**config.mk**
```make
export PLATFORM = sky130hd
export DESIGN_NAME = pipeline_hazard_ctrl
export DESIGN_NICKNAME = d
export VERILOG_FILES = /design/src/rtl/pipeline_hazard_ctrl_pkg.sv /design/src/rtl/pipeline_hazard_ctrl_hazard_compare.sv /design/src/rtl/pipeline_hazard_ctrl.sv
export SDC_FILE = /design/constraint.sdc
export NUM_CORES = 1
export LEC_CHECK = 0
export BUFFER_PORTS_ARGS = -buffer_cell sky130_fd_sc_hd__buf_2
export CAP_MARGIN = 20
export CORE_MARGIN = 2
export CORE_UTILIZATION = 25
export CTS_CLUSTER_SIZE = 25
export DETAILED_ROUTE_END_ITERATION = 10
export GPL_TIMING_DRIVEN = 0
export PLACE_DENSITY_LB_ADDON = 0.25
export SYNTH_ARGS = -nofsm -noshare
export SYNTH_HDL_FRONTEND = slang
export SYNTH_SLANG_ARGS = --single-unit
```
**constraint.sdc**
```tcl
create_clock -name clk -period 6.83 [get_ports clk]
set_clock_uncertainty 0.2 [all_clocks]
set_input_delay 1.366 -clock clk [delete_from_list [all_inputs] [get_ports clk]]
set_output_delay 1.366 -clock clk [all_outputs]
set_load 0.005 [all_outputs]
```
**src/rtl/pipeline_hazard_ctrl_pkg.sv**
```systemverilog
// Shared types and constants for the pipeline stall/flush sequencer.
package pipeline_hazard_ctrl_pkg;

  localparam int REG_W = 4;

  typedef enum logic [1:0] {
    RUN      = 2'd0,
    LU_STALL = 2'd1,
    MEM_WAIT = 2'd2
  } state_e;

  // Control fields a latch loads when it is turned into a NOP (bubble or flush).
  typedef struct packed {
    logic write;
    logic read_mem;
    logic write_mem;
  } ex_ctrl_t;

  localparam ex_ctrl_t NOP_CTRL = '{write: 1'b0, read_mem: 1'b0, write_mem: 1'b0};

endpackage

```
**src/rtl/pipeline_hazard_ctrl_hazard_compare.sv**
```systemverilog
// Load-use comparator: flags an ID source that matches the destination of a load in EX.
module hazard_compare #(
  parameter int REG_W = 4
) (
  input  logic [REG_W-1:0] read_reg0,
  input  logic [REG_W-1:0] read_reg1,
  input  logic             use0,
  input  logic             use1,
  input  logic             ex_write,
  input  logic             ex_read_mem,
  input  logic [REG_W-1:0] ex_write_reg,
  output logic             hazard
);

  assign hazard = ex_write & ex_read_mem &
                  ((use0 & (read_reg0 == ex_write_reg)) |
                   (use1 & (read_reg1 == ex_write_reg)));

endmodule

```
**src/rtl/pipeline_hazard_ctrl.sv**
```systemverilog
// Stall/flush sequencer for the IF/ID/EX/MEM pipeline: load-use bubbles,
// data-memory wait freezes with timeout, and taken-branch flushes.
module pipeline_hazard_ctrl #(
  parameter int REG_W        = pipeline_hazard_ctrl_pkg::REG_W,
  parameter int LOAD_BUBBLES = 1,
  parameter int MEM_TIMEOUT  = 64,
  parameter int CNT_W        = 16
) (
  input  logic             clk,
  input  logic             rst,
  input  logic [REG_W-1:0] id_readReg0,
  input  logic [REG_W-1:0] id_readReg1,
  input  logic             id_use0,
  input  logic             id_use1,
  input  logic             ex_write,
  input  logic [REG_W-1:0] ex_writeReg,
  input  logic             ex_ReadMem,
  input  logic             mem_req,
  input  logic             mem_ready,
  input  logic             branch_taken,
  output logic             pc_hold,
  output logic             stall_if_id,
  output logic             stall_id_ex,
  output logic             bubble_id_ex,
  output logic             stall_ex_mem,
  output logic             flush_if_id,
  output logic             mem_timeout,
  output logic [CNT_W-1:0] stall_cycles
);
  import pipeline_hazard_ctrl_pkg::*;

  localparam int              TO_W     = $clog2(MEM_TIMEOUT + 1);
  localparam logic [TO_W-1:0] TO_MAX   = TO_W'(MEM_TIMEOUT);
  localparam logic [1:0]      LB_EXTRA = 2'(LOAD_BUBBLES - 1);

  state_e            state_q, state_d;
  logic [1:0]        bub_cnt_q, bub_cnt_d;
  logic [TO_W-1:0]   to_cnt_q, to_cnt_d;
  logic              mem_timeout_q, mem_timeout_d;
  logic [CNT_W-1:0]  stall_cycles_q, stall_cycles_d;

  logic hazard_lu;
  logic mem_stall;
  logic freeze, lu_hold, bubble, flush;

  hazard_compare #(.REG_W(REG_W)) u_hazard_compare (
    .read_reg0   (id_readReg0),
    .read_reg1   (id_readReg1),
    .use0        (id_use0),
    .use1        (id_use1),
    .ex_write    (ex_write),
    .ex_read_mem (ex_ReadMem),
    .ex_write_reg(ex_writeReg),
    .hazard      (hazard_lu)
  );

  assign mem_stall = mem_req & ~mem_ready;

  always_comb begin
    state_d       = state_q;
    bub_cnt_d     = bub_cnt_q;
    to_cnt_d      = to_cnt_q;
    mem_timeout_d = mem_timeout_q;
    freeze        = 1'b0;
    lu_hold       = 1'b0;
    bubble        = 1'b0;
    flush         = 1'b0;

    case (state_q)
      MEM_WAIT: begin
        // The ready cycle stays frozen; a timeout releases without freezing.
        if (mem_ready) begin
          freeze   = 1'b1;
          state_d  = RUN;
          to_cnt_d = '0;
        end else if (to_cnt_q == TO_MAX) begin
          mem_timeout_d = 1'b1;
          state_d       = RUN;
          to_cnt_d      = '0;
        end else begin
          freeze   = 1'b1;
          to_cnt_d = to_cnt_q + TO_W'(1);
        end
      end

      LU_STALL: begin
        if (mem_stall) begin
          freeze    = 1'b1;
          state_d   = MEM_WAIT;
          to_cnt_d  = TO_W'(1);
          bub_cnt_d = '0;
        end else if (branch_taken) begin
          flush     = 1'b1;
          bubble    = 1'b1;
          state_d   = RUN;
          bub_cnt_d = '0;
        end else begin
          lu_hold   = 1'b1;
          bubble    = 1'b1;
          bub_cnt_d = bub_cnt_q - 2'd1;
          if (bub_cnt_q == 2'd1) state_d = RUN;
        end
      end

      default: begin
        if (mem_stall) begin
          freeze   = 1'b1;
          state_d  = MEM_WAIT;
          to_cnt_d = TO_W'(1);
        end else if (branch_taken) begin
          flush  = 1'b1;
          bubble = 1'b1;
        end else if (hazard_lu) begin
          lu_hold = 1'b1;
          bubble  = 1'b1;
          if (LOAD_BUBBLES > 1) begin
            state_d   = LU_STALL;
            bub_cnt_d = LB_EXTRA;
          end
        end
      end
    endcase
  end

  always_comb begin
    pc_hold      = ~rst & (freeze | lu_hold);
    stall_if_id  = ~rst & (freeze | lu_hold);
    stall_id_ex  = ~rst & freeze;
    stall_ex_mem = ~rst & freeze;
    bubble_id_ex = ~rst & bubble;
    flush_if_id  = ~rst & flush;

    stall_cycles_d = stall_cycles_q;
    if (pc_hold && !(&stall_cycles_q)) stall_cycles_d = stall_cycles_q + CNT_W'(1);
  end

  always_ff @(posedge clk) begin
    if (rst) begin
      state_q        <= RUN;
      bub_cnt_q      <= '0;
      to_cnt_q       <= '0;
      mem_timeout_q  <= 1'b0;
      stall_cycles_q <= '0;
    end else begin
      state_q        <= state_d;
      bub_cnt_q      <= bub_cnt_d;
      to_cnt_q       <= to_cnt_d;
      mem_timeout_q  <= mem_timeout_d;
      stall_cycles_q <= stall_cycles_d;
    end
  end

  assign mem_timeout  = mem_timeout_q;
  assign stall_cycles = stall_cycles_q;

endmodule

```
==> results.yml <==
critical_path:
  critical-path-max-stage-delay_ps: 400
  cp-start-kind: "input pin"
  critPathArrivalTime_ps: 2880
  crit_chain: "buf_2, nor2b_1, nor3_1, and4b_1, or3_1, buf_4, buf_2"
  worst_path_max_delay_cell: "or3_1"
  worstPathRequired_ps: 5260
  cp-end-kind: "primary output"
  crit_fanout: 5
  critPathTopFamily: "simple AND/OR/NAND/NOR gates"
  path_class: "in -> out"
  cpMostUsedCell: "buf_2"
  critPathBufInv: 3
yosys:
  synth-seq-area-share_pct: 34.6
  yosysWarnings: 0
  yosys.area.top_type_share_pct: 34.6
  synth_common_cells: "dfxtp_1 (25), a21oi_1 (14), nand3_1 (14), nor2_1 (14), or3_1 (13)"
  syn-cell-area_um2: 1450
  synth_edf_count: 0
  synth-seq-cells: 25
  synth_cell_types: 41
  avgSynthCellArea_um2: 8.27
  syn_inst: 175
  yosys-top-cells-area: "dfxtp_1 (35%), or3_1 (5.6%), a21oi_1 (4.8%)"
  synth.largest_area_cell: "dfxtp_1"
  ys.flop_type: "dfxtp_1"
  yosysMostFrequentCell: "dfxtp_1"
  synth_nets: 199
  async_reset_ff_share_pct: 0
clock_network:
  max-clock-path-buffers: 2
  clkTransAtPathRegs_ps: 90
  cts_hold_buf: 0
  cts_setup_buffers: 0
  cts_tree: "built"
  clock-root-buffer: "clkbuf_8"
  htreeDepth: 1
  numCtsBuffers: 3
  clock-sinks: 25
  clk-insertion-delay-late_ps: 280
  cts.repair.resized: 0
sta:
  maxSlewHeadroom_pct: 61.0
  setup_viol: 0
  hold_viol: 0
  finalCritPeriodShare_pct: 65.2
  worst_slew_pin_slew_ps: 581
  period_needed_ps: 4450
  slew_viol_final: 0
  tns_ps: 0
  rsz0062_at_grt: "false"
  fmax_ghz: 0.225
placement:
  place_inst: 289
  io_buffers: 42
  gp_congestion: 0.729
  hpwlAfterDp_um: 2720
cells_and_area:
  fill_cells: 619
  n_antenna_cell: 0
  syn2layout_area_growth_pct: 24.1
  drive_gt1_share_pct: 25.8
  fin_cells: 293
  fin_nets: 246
power:
  swShare_pct: 26.7
  power.share.combinational_pct: 12.7
  sequentialPowerShare_pct: 53.1
  p_leak_nw: 0.741
  power.density_nw_per_um2: 156
  pwr-share-clk_pct: 34.2
  p_int_w: 0.000206
  vdd_ir_drop_max_mv: 0.0666
  p_sw_w: 0.0000751
floorplan:
  chipHeight_um: 80.1
  pin_count: 44
  num_rows: 27
  die_area_um2: 6410
  core_um2: 5540
  initial_core_util_pct: 26.1
  dieWidth_um: 80.1
global_routing:
  antenna_found_initial: 0
  grt_overflow: 0
  grt_max_degree: 16
  track_usage_pct: 11.4
  grt_pass1_wl_um: 5760
  grt_pass1_vias: 1274
drt:
  route.vias.total: 1409
  drc: 0
  drtIter0Drc: 43
  drtAntennaViolNets: 0
  wl_per_cell_um: 12.0
  via_per_inst: 4.81
  drt-total-wl_um: 3520
  drt_pass1_iterations: 4
hold_path:
  hold_path_class: "reg -> reg"
status:
  outcome: "finished, final reports clean"
run:
  cap_violations: 0
## layer usage
| metal | routed length [um] | global-route usage [%] |
|---|---|---|
| met1 | 1800 | 15.0 |
| met2 | 1480 | 17.8 |
| met3 | 175 | 2.25 |
| met4 | 63 | 5.59 |
| met5 | 0 | 0 |
## logic make-up (layout without fill, tap and decap cells)
group           Yosys count  in the layout  share of synthesized area, %
simple gates             83             83                          33.7
flops                    25             25                          34.6
buf+inv                  13             59                          5.45
fa+ha+maj                 3              3                          2.60
mux                       2              2                          1.38
xor+xnor                 10             10                          6.06
compound gates           39             39                          16.2
## power by group through the flow
| stage | logic, W | registers, W | clock network, W |
|---|---|---|---|
| 2_1_floorplan | 0.0000217 | 0.000152 | 0 |
| 3_3_place_gp | 0.0000360 | 0.000153 | 0 |
| 3_5_place_dp | 0.0000362 | 0.000153 | 0 |
| 4_1_cts | 0.0000364 | 0.000149 | 0.000100 |
| 5_1_grt | 0.0000399 | 0.000150 | 0.000107 |
| 6_report | 0.0000356 | 0.000149 | 0.0000961 |
## path summary, 6_finish.rpt
check | start | to | slack (ps) | depth (start not counted)
max | mem_ready | stall_if_id | 2380 | 7
min reg2reg | stall_cycles[7]$_SDFFE_PP0P_ | stall_cycles[7]$_SDFFE_PP0P_ | 290 | 1
max reg2reg | to_cnt_q[0]$_SDFFE_PP0P_ | stall_cycles[9]$_SDFFE_PP0P_ | 4320 | 10
min | stall_cycles[7]$_SDFFE_PP0P_ | stall_cycles[7]$_SDFFE_PP0P_ | 290 | 1
## per-stage QoR
step	setup slack, ps	power, W	hold WS [ps]	cell area, um^2	utilization, %
after detailed placement	2380	0.000189	266	1750	31.5
after CTS	2370	0.000286	289	1800	32.4
after global routing	2280	0.000297	325	1800	32.4
after floorplan	2720	0.000174	258	1450	-
after global placement	2370	0.000189	251	1750	31.5
final	2380	0.000281	288	1800	32.4
## cell usage in the layout, fill, tap and decap left out, types with 3 or more instances in the layout
master / synthesis / routed
and3_1: 4 / 4
nor2b_1: 4 / 4
o21ai_0: 10 / 10
and4_1: 3 / 3
nor3_1: 4 / 4
clkbuf_8: 0 / 3
nand2_1: 9 / 9
or3_1: 13 / 13
inv_1: 3 / 3
nor2_1: 14 / 14
buf_4: 4 / 4
a21oi_1: 14 / 14
o21ai_1: 7 / 7
nand3_1: 14 / 14
ha_1: 3 / 3
xnor2_1: 5 / 5
and2_1: 4 / 4
xor2_1: 5 / 5
dfxtp_1: 25 / 25
buf_2: 0 / 42
## sequential cells by signal, summed over array words and instances (netlist names)
signal and count:
stall_cycles 16, to_cnt_q 7, state_q 1, mem_timeout 1
## final cells by class
type | count | area (um^2) | share of cell area (%)
clock buffer | 3 | 41.3 | 2.30
multi-input combinational | 137 | 867 | 48.3
timing repair buffer | 42 | 210 | 11.7
clock inverter | 1 | 7.51 | 0.418
buffer | 10 | 67.6 | 3.76
tap | 72 | 90.1 | 5.02
sequential | 25 | 500 | 27.9
inverter | 3 | 11.3 | 0.627
(Power assumes the default switching activity.)
